[src/rtl/ahb_fir_subordinate_n_if.sv]
// AHB-Lite bus bundle for the FIR subordinate: address/control/write data
// from the manager, read data and response back from the subordinate.
interface ahb_fir_subordinate_n_if;
    logic        hsel;
    logic [4:0]  haddr;
    logic        hsize;
    logic [1:0]  htrans;
    logic        hwrite;
    logic [15:0] hwdata;
    logic [15:0] hrdata;
    logic        hresp;
    logic        hready;

    modport master (
        output hsel, haddr, hsize, htrans, hwrite, hwdata,
        input  hrdata, hresp, hready
    );

    modport slave (
        input  hsel, haddr, hsize, htrans, hwrite, hwdata,
        output hrdata, hresp, hready
    );
endinterface

[src/rtl/ahb_fir_subordinate_n.sv]
// AHB-Lite register front end for a FIR engine: sample FIFO, coefficient bank,
// status/control registers and two-cycle ERROR responses.
module ahb_fir_subordinate_n #(
    parameter int NUM_COEFF  = 4,
    parameter int FIFO_DEPTH = 4
) (
    input  logic                         clk,
    input  logic                         n_rst,
    ahb_fir_subordinate_n_if.slave       bus,
    output logic [15:0]                  sample_data,
    output logic                         data_ready,
    input  logic                         sample_ack,
    input  logic                         modwait,
    input  logic                         err,
    input  logic [15:0]                  fir_out,
    output logic                         new_coefficient_set,
    input  logic                         clear_coeff,
    input  logic [$clog2(NUM_COEFF)-1:0] coefficient_num,
    output logic [15:0]                  fir_coefficient
);
    localparam int PW = $clog2(FIFO_DEPTH);
    localparam int CW = PW + 1;

    logic [15:0]   coeff_q [NUM_COEFF];
    logic [15:0]   coeff_d [NUM_COEFF];
    logic [15:0]   mem_q   [FIFO_DEPTH];
    logic [15:0]   mem_d   [FIFO_DEPTH];
    logic [PW-1:0] wptr_q, wptr_d, rptr_q, rptr_d;
    logic [CW-1:0] count_q, count_d;
    logic          ncs_q, ncs_d;
    logic          wr_pend_q, wr_pend_d;
    logic [4:0]    wr_addr_q, wr_addr_d;
    logic          wr_size_q, wr_size_d;
    logic [15:0]   hrdata_q, hrdata_d;
    logic          hresp_q, hresp_d, hready_q, hready_d;

    logic          push, pop, full_ap, active, bad;
    logic          is_coeff, is_ro, is_wo, mapped;
    logic [15:0]   rdata;

    function automatic logic [15:0] merge(input logic [15:0] old, input logic [15:0] wdata,
                                          input logic odd, input logic half);
        if (half) return wdata;
        return odd ? {wdata[15:8], old[7:0]} : {old[15:8], wdata[7:0]};
    endfunction

    function automatic logic [15:0] lane(input logic [15:0] v, input logic odd, input logic half);
        if (half) return v;
        return odd ? {v[15:8], 8'h00} : {8'h00, v[7:0]};
    endfunction

    assign data_ready          = (count_q != '0);
    assign sample_data         = data_ready ? mem_q[rptr_q] : '0;
    assign new_coefficient_set = ncs_q;
    assign bus.hrdata          = hrdata_q;
    assign bus.hresp           = hresp_q;
    assign bus.hready          = hready_q;

    always_comb begin
        fir_coefficient = '0;
        for (int k = 0; k < NUM_COEFF; k++)
            if (int'(coefficient_num) == k) fir_coefficient = coeff_q[k];
    end

    // Data phase: commit the pending write with this cycle's hwdata, run the FIFO.
    always_comb begin
        coeff_d = coeff_q;
        mem_d   = mem_q;
        ncs_d   = ncs_q;
        wptr_d  = wptr_q;
        rptr_d  = rptr_q;
        push    = wr_pend_q && (wr_addr_q[4:1] == 4'd2);
        pop     = data_ready && sample_ack;
        if (clear_coeff) ncs_d = 1'b0;
        // Only a write that reaches the low byte can touch bit0, and it beats clear_coeff.
        if (wr_pend_q && (wr_addr_q[4:1] == 4'd4) && (wr_size_q || !wr_addr_q[0]))
            ncs_d = bus.hwdata[0];
        for (int k = 0; k < NUM_COEFF; k++)
            if (wr_pend_q && wr_addr_q[4] && (int'(wr_addr_q[3:1]) == k))
                coeff_d[k] = merge(coeff_q[k], bus.hwdata, wr_addr_q[0], wr_size_q);
        if (push) begin
            mem_d[wptr_q] = bus.hwdata;
            wptr_d        = wptr_q + PW'(1);
        end
        if (pop) rptr_d = rptr_q + PW'(1);
        count_d = count_q + CW'(push) - CW'(pop);
    end

    // Address phase: decode, pick the error/OK response, register read data.
    always_comb begin
        active   = bus.hsel && (bus.htrans inside {2'b10, 2'b11}) && hready_q;
        is_coeff = bus.haddr[4] && (int'(bus.haddr[3:1]) < NUM_COEFF);
        is_ro    = !bus.haddr[4] && (bus.haddr[3:1] inside {3'd0, 3'd1, 3'd3});
        is_wo    = !bus.haddr[4] && (bus.haddr[3:1] == 3'd2);
        mapped   = is_coeff || (!bus.haddr[4] && (bus.haddr[3:1] <= 3'd4));
        full_ap  = (count_q + CW'(push)) == CW'(FIFO_DEPTH);
        bad      = !mapped
                || (bus.hsize && bus.haddr[0])
                || (bus.hwrite && is_ro)
                || (is_wo && (!bus.hwrite || !bus.hsize || full_ap))
                || (bus.hwrite && is_coeff && ncs_d);

        // RW registers read their next-state value so a write in its data phase forwards.
        rdata = '0;
        if (bus.haddr[4]) begin
            for (int k = 0; k < NUM_COEFF; k++)
                if (int'(bus.haddr[3:1]) == k) rdata = coeff_d[k];
        end else begin
            case (bus.haddr[3:1])
                3'd0:    rdata = {7'b0, err, 5'b0, count_q == '0, count_q == CW'(FIFO_DEPTH),
                                  modwait || ncs_q || data_ready};
                3'd1:    rdata = fir_out;
                3'd3:    rdata = 16'(count_q);
                3'd4:    rdata = {15'b0, ncs_d};
                default: rdata = '0;
            endcase
        end

        wr_pend_d = 1'b0;
        wr_addr_d = wr_addr_q;
        wr_size_d = wr_size_q;
        hrdata_d  = '0;
        if (hresp_q && !hready_q)  {hresp_d, hready_d} = 2'b11;
        else if (active && bad)    {hresp_d, hready_d} = 2'b10;
        else                       {hresp_d, hready_d} = 2'b01;
        if (active && !bad) begin
            if (bus.hwrite) begin
                wr_pend_d = 1'b1;
                wr_addr_d = bus.haddr;
                wr_size_d = bus.hsize;
            end else begin
                hrdata_d = lane(rdata, bus.haddr[0], bus.hsize);
            end
        end
    end

    always_ff @(posedge clk or negedge n_rst) begin
        if (!n_rst) begin
            coeff_q   <= '{default: '0};
            ncs_q     <= 1'b0;
            wptr_q    <= '0;
            rptr_q    <= '0;
            count_q   <= '0;
            wr_pend_q <= 1'b0;
            wr_addr_q <= '0;
            wr_size_q <= 1'b0;
            hrdata_q  <= '0;
            hresp_q   <= 1'b0;
            hready_q  <= 1'b1;
        end else begin
            coeff_q   <= coeff_d;
            ncs_q     <= ncs_d;
            wptr_q    <= wptr_d;
            rptr_q    <= rptr_d;
            count_q   <= count_d;
            wr_pend_q <= wr_pend_d;
            wr_addr_q <= wr_addr_d;
            wr_size_q <= wr_size_d;
            hrdata_q  <= hrdata_d;
            hresp_q   <= hresp_d;
            hready_q  <= hready_d;
        end
    end

    // FIFO storage is never read while empty, so it carries no reset.
    always_ff @(posedge clk) begin
        mem_q <= mem_d;
    end
endmodule

[src/flat_wrapper.sv]
// flat-port wrapper written by rule: the top's interface ports become plain ports
module ahb_fir_subordinate_n_flat 
#(
    parameter int NUM_COEFF  = 4,
    parameter int FIFO_DEPTH = 4
)
  (clk, n_rst, sample_data, data_ready, sample_ack, modwait, err, fir_out, new_coefficient_set, clear_coeff, coefficient_num, fir_coefficient, bus_hsel, bus_haddr, bus_hsize, bus_htrans, bus_hwrite, bus_hwdata, bus_hrdata, bus_hresp, bus_hready);
  ahb_fir_subordinate_n_if bus_i ();
  input  logic clk;
  input  logic n_rst;
  output logic [15:0] sample_data;
  output logic data_ready;
  input  logic sample_ack;
  input  logic modwait;
  input  logic err;
  input  logic [15:0] fir_out;
  output logic new_coefficient_set;
  input  logic clear_coeff;
  input  logic [$clog2(NUM_COEFF)-1:0] coefficient_num;
  output logic [15:0] fir_coefficient;
  input wire logic [$bits(bus_i.hsel)-1:0] bus_hsel;
  input wire logic [$bits(bus_i.haddr)-1:0] bus_haddr;
  input wire logic [$bits(bus_i.hsize)-1:0] bus_hsize;
  input wire logic [$bits(bus_i.htrans)-1:0] bus_htrans;
  input wire logic [$bits(bus_i.hwrite)-1:0] bus_hwrite;
  input wire logic [$bits(bus_i.hwdata)-1:0] bus_hwdata;
  output wire logic [$bits(bus_i.hrdata)-1:0] bus_hrdata;
  output wire logic [$bits(bus_i.hresp)-1:0] bus_hresp;
  output wire logic [$bits(bus_i.hready)-1:0] bus_hready;
  assign bus_i.hsel = bus_hsel;
  assign bus_i.haddr = bus_haddr;
  assign bus_i.hsize = bus_hsize;
  assign bus_i.htrans = bus_htrans;
  assign bus_i.hwrite = bus_hwrite;
  assign bus_i.hwdata = bus_hwdata;
  assign bus_hrdata = bus_i.hrdata;
  assign bus_hresp = bus_i.hresp;
  assign bus_hready = bus_i.hready;
  ahb_fir_subordinate_n #(.NUM_COEFF(NUM_COEFF), .FIFO_DEPTH(FIFO_DEPTH)) u_core (.clk(clk), .n_rst(n_rst), .bus(bus_i), .sample_data(sample_data), .data_ready(data_ready), .sample_ack(sample_ack), .modwait(modwait), .err(err), .fir_out(fir_out), .new_coefficient_set(new_coefficient_set), .clear_coeff(clear_coeff), .coefficient_num(coefficient_num), .fir_coefficient(fir_coefficient));
endmodule
[config.mk]
export PLATFORM = sky130hd
export DESIGN_NAME = ahb_fir_subordinate_n_flat
export DESIGN_NICKNAME = d
export VERILOG_FILES = /design/src/rtl/ahb_fir_subordinate_n_if.sv /design/src/rtl/ahb_fir_subordinate_n.sv /design/src/flat_wrapper.sv
export SDC_FILE = /design/constraint.sdc
export NUM_CORES = 1
export LEC_CHECK = 0
export CAP_MARGIN = 10
export CORE_ASPECT_RATIO = 1.25
export CORE_MARGIN = 3
export CORE_UTILIZATION = 51
export DETAILED_ROUTE_END_ITERATION = 10
export MAX_ROUTING_LAYER = met4
export PLACE_DENSITY = 0.74
export SYNTH_ARGS = -nofsm -noshare
export SYNTH_HDL_FRONTEND = slang
export SYNTH_SLANG_ARGS = --single-unit
export TNS_END_PERCENT = 10
[constraint.sdc]
create_clock -name clk -period 3.9 [get_ports clk]
set_clock_uncertainty 0.15 [all_clocks]
set_input_delay 0.78 -clock clk [delete_from_list [all_inputs] [get_ports clk]]
set_output_delay 0.78 -clock clk [all_outputs]
set_load 0.03 [all_outputs]
==> metrics.md <==
| Metric | Value |
|---|---|
| Status | `completed` |
| Hold WS | `0.343 ns` |
| Pre-Repair DR Iteration Count | `5` |
| Top cells by area, synth | `dfrtp_1 30%, edfxtp_1 24%, mux4_2 9.0%` |
| Max-Cap Viols | `0` |
| Synth Area in Adders | `0.0125` |
| Area delta synth->final | `22.3%` |
| Seq cells post-synth | `161` |
| Hold-fix buffers, CTS | `0` |
| Min Tclk post-route | `3.45 ns` |
| Die height | `146 um` |
| Crit path buf inv count | `2` |
| Vias | `6159` |
| Synth Area in Compound Gates | `0.136` |
| Mux contribution to synthesized area | `0.165` |
| H-tree Lvls | `4` |
| Fillcell total | `1146` |
| First-pass GRT wire length | `34.7 mm` |
| Final Hold Fails | `0` |
| Post-synthesis simple-gate area fraction | `0.107` |
| Worst-margin pin slew | `0.984 ns` |
| Final #Nets | `785` |
| Initial DRC Count | `837` |
| Main combinational cell family by area after synthesis | `multiplexers` |
| Flop pwr share | `0.390` |
| CP max-delay cell | `clkdlybuf4s50_1` |
| Clk slew on worst S/H paths | `0.07 ns` |
| Initial core utilization | `0.529` |
| RSZ-0062 raised after global routing | `no` |
| Post-route design area | `9830 sq um` |
| Async SR Flop Fraction | `0.602` |
| Worst endpoint required time | `2.97 ns` |
| Maximum fanout along the worst path | `2` |
| DP Wirelength | `14.1 mm` |
| Syn avg cell area | `12.7 sq um` |
| DP Area | `9250 sq um` |
| Slew HR | `0.344` |
| Static Leak | `3.71 nW` |
| Overall power | `5.09 mW` |
| CTS tree | `done` |
| DRC Markers | `0` |
| Largest net degree at the start of global routing | `73` |
| Initial antenna violation count | `0` |
| Xor and xnor area share after synthesis | `0.00545` |
| Std cell rows | `50` |
| Unique cell type count in the Yosys netlist | `61` |
| Worst-Skew Late Latency | `0.42 ns` |
| Routed vias/inst | `6.50` |
| Largest delay share family, worst path | `buffers and inverters` |
| WL/cell | `22.8 um` |
| ANT nets after route | `0` |
| Final GP Congestion | `0.833` |
| Worst Path Class, Setup | `input port to output port` |
| Slew Viols, Final | `0` |
| Port Buffer Count | `100` |
| Clock buffer depth | `2` |
| Critical path arrival | `2.52 ns` |
| Gr usage total | `0.264` |
| Hold crit path type | `input port to async pin` |
| Main synth FF type | `dfrtp_1` |
| DIE WIDTH | `118 um` |
| Worst setup SP type | `input port` |
| Maximum vdd drop | `0.288 mV` |
| Sequential area share after synthesis | `0.541` |
| Yosys top cell by area | `dfrtp_1` |
| Antenna cells | `0` |
| Sw Pwr | `1.65 mW` |
| Vias in the first global route | `6343` |
| Layout cells sized above 1 | `0.227` |
| Final Setup Violations | `0` |
| Combinational cell fraction of total power | `0.284` |
| Synthesis Warnings | `0` |
| Post-synth top cells | `96 x dfrtp_1, 64 x edfxtp_1, 60 x nand2_1` |
| Top-count cell post-synth | `dfrtp_1` |
| # clock sinks | `161` |
| Root Driver | `clkbuf_16` |
| FMAX | `290 MHz` |
| Sw frac | `0.324` |
| Final wirelength | `21.6 mm` |
| Clock power share | `0.326` |
| Syn Inst Count | `635` |
| PwrDens | `518 nW/um^2` |
| Final setup TNS | `0 ns` |
| Cell mode on critical path | `clkdlybuf4s50_1` |
| Syn nets | `693` |
| Mapped cell area | `8040 sq um` |
| Post-CTS Setup Repair Bufs | `0` |
| EDFF count, synth | `64` |
| Core region area | `15200 sq um` |
| Setup WS post-layout | `0.446 ns` |
| Register Area | `4350 sq um` |
| CTS buffer count | `17` |
| Multi-input gate area | `3430 sq um` |
| Worst-path cell chain | `clkdlybuf4s50_1 -> mux4_2 -> clkdlybuf4s50_1` |
| I/O pin total | `102` |
| P_int | `3.44 mW` |
| Post-CTS Resized | `0` |
| Post-Place Setup Slack | `0.459 ns` |
| Die area | `17300 sq um` |
| Congestion Overflow GR | `0` |
| Synth top area share | `0.299` |
| Max stage delay on crit path | `0.62 ns` |
| Crit end category | `output port` |
| Fin crit share | `0.886` |
path summary, 6_finish.rpt:
kind,startpoint,end,slack [ns],cells after the start
max in group asynchronous,n_rst,u_core.bus.hrdata[6]$_DFF_PN0_,2.43,2
min in group clk,u_core.rptr_q[0]$_DFFE_PN0P_,u_core.rptr_q[0]$_DFFE_PN0P_,0.34,1
setup / recovery,coefficient_num[0],fir_coefficient[7],0.45,3
hold / removal,n_rst,u_core.count_q[1]$_DFF_PN0_,0.34,1
setup reg to reg,u_core.wr_addr_q[1]$_DFFE_PN0P_,u_core.wr_addr_q[1]$_DFFE_PN0P_,0.89,9
hold reg to reg,u_core.rptr_q[0]$_DFFE_PN0P_,u_core.rptr_q[0]$_DFFE_PN0P_,0.34,1
cell families after synthesis:
logic type      after synthesis
flops                       161
simple gates                158
compound gates              152
mux                          86
buf+inv                      65
fa+ha+maj                     8
xor+xnor                      5
state kept, by name, summed over array words and instances (netlist names), 2 cells and up:
register and flops:
u_core.mem_q 64, u_core.wr_addr_q 5, u_core.count_q 3, u_core.bus.hrdata 16
u_core.rptr_q 2, u_core.wptr_q 2, u_core.coeff_q 64
power by group through the flow:
| stage | clock network, mW | logic, mW | registers (mW) |
|---|---|---|---|
| after CTS | 1.68 | 1.45 | 1.98 |
| after global routing | 1.75 | 1.54 | 2.00 |
| after detailed placement | 0 | 1.44 | 2.02 |
| after global placement | 0 | 1.41 | 2.01 |
| final | 1.66 | 1.45 | 1.98 |
| after floorplan | 0 | 0.976 | 1.95 |
final cells by class:
cell class	count	share of cell area
flip-flops and latches	161	0.443
multi-input cells	409	0.349
repair buffers	124	0.117
clock buffers	18	0.0437
well taps	208	0.0265
clock inverters	14	0.0157
inverters	14	0.00535
layout by cell type (no fill, tap or decap), types with 4 or more instances in the layout:
master | synthesis | layout
inv_1 | 14 | 14
and2_1 | 21 | 21
nand4_1 | 18 | 18
nand3_1 | 7 | 7
xnor2_1 | 4 | 4
a311oi_1 | 15 | 15
o211ai_1 | 15 | 15
ha_1 | 8 | 8
mux2_2 | 52 | 52
o21ai_0 | 8 | 8
nor3_1 | 5 | 5
buf_4 | 0 | 39
a21oi_1 | 29 | 29
a211oi_1 | 19 | 19
o311ai_0 | 13 | 13
o31ai_1 | 15 | 15
o21ai_1 | 4 | 4
edfxtp_1 | 64 | 64
clkbuf_16 | 0 | 17
a21boi_0 | 10 | 10
inv_6 | 0 | 5
mux4_2 | 32 | 32
dfrtp_1 | 96 | 96
clkdlybuf4s50_1 | 0 | 84
nor2_1 | 17 | 17
nand2_1 | 60 | 60
through the flow:
stage,std cells,util
after floorplan,635,-
after global placement,916,0.608
after detailed placement,916,0.608
after CTS,948,0.647
after global routing,948,0.647
final,948,0.647
metal layers:
metal	track usage	vias up	wire, um
li1	-	2653	-
met1	0.333	3064	8540
met2	0.423	377	10800
met3	0.0511	65	1710
met4	0.108	0	598
met5	-	-	0
Power figures use the tool's default switching activity.
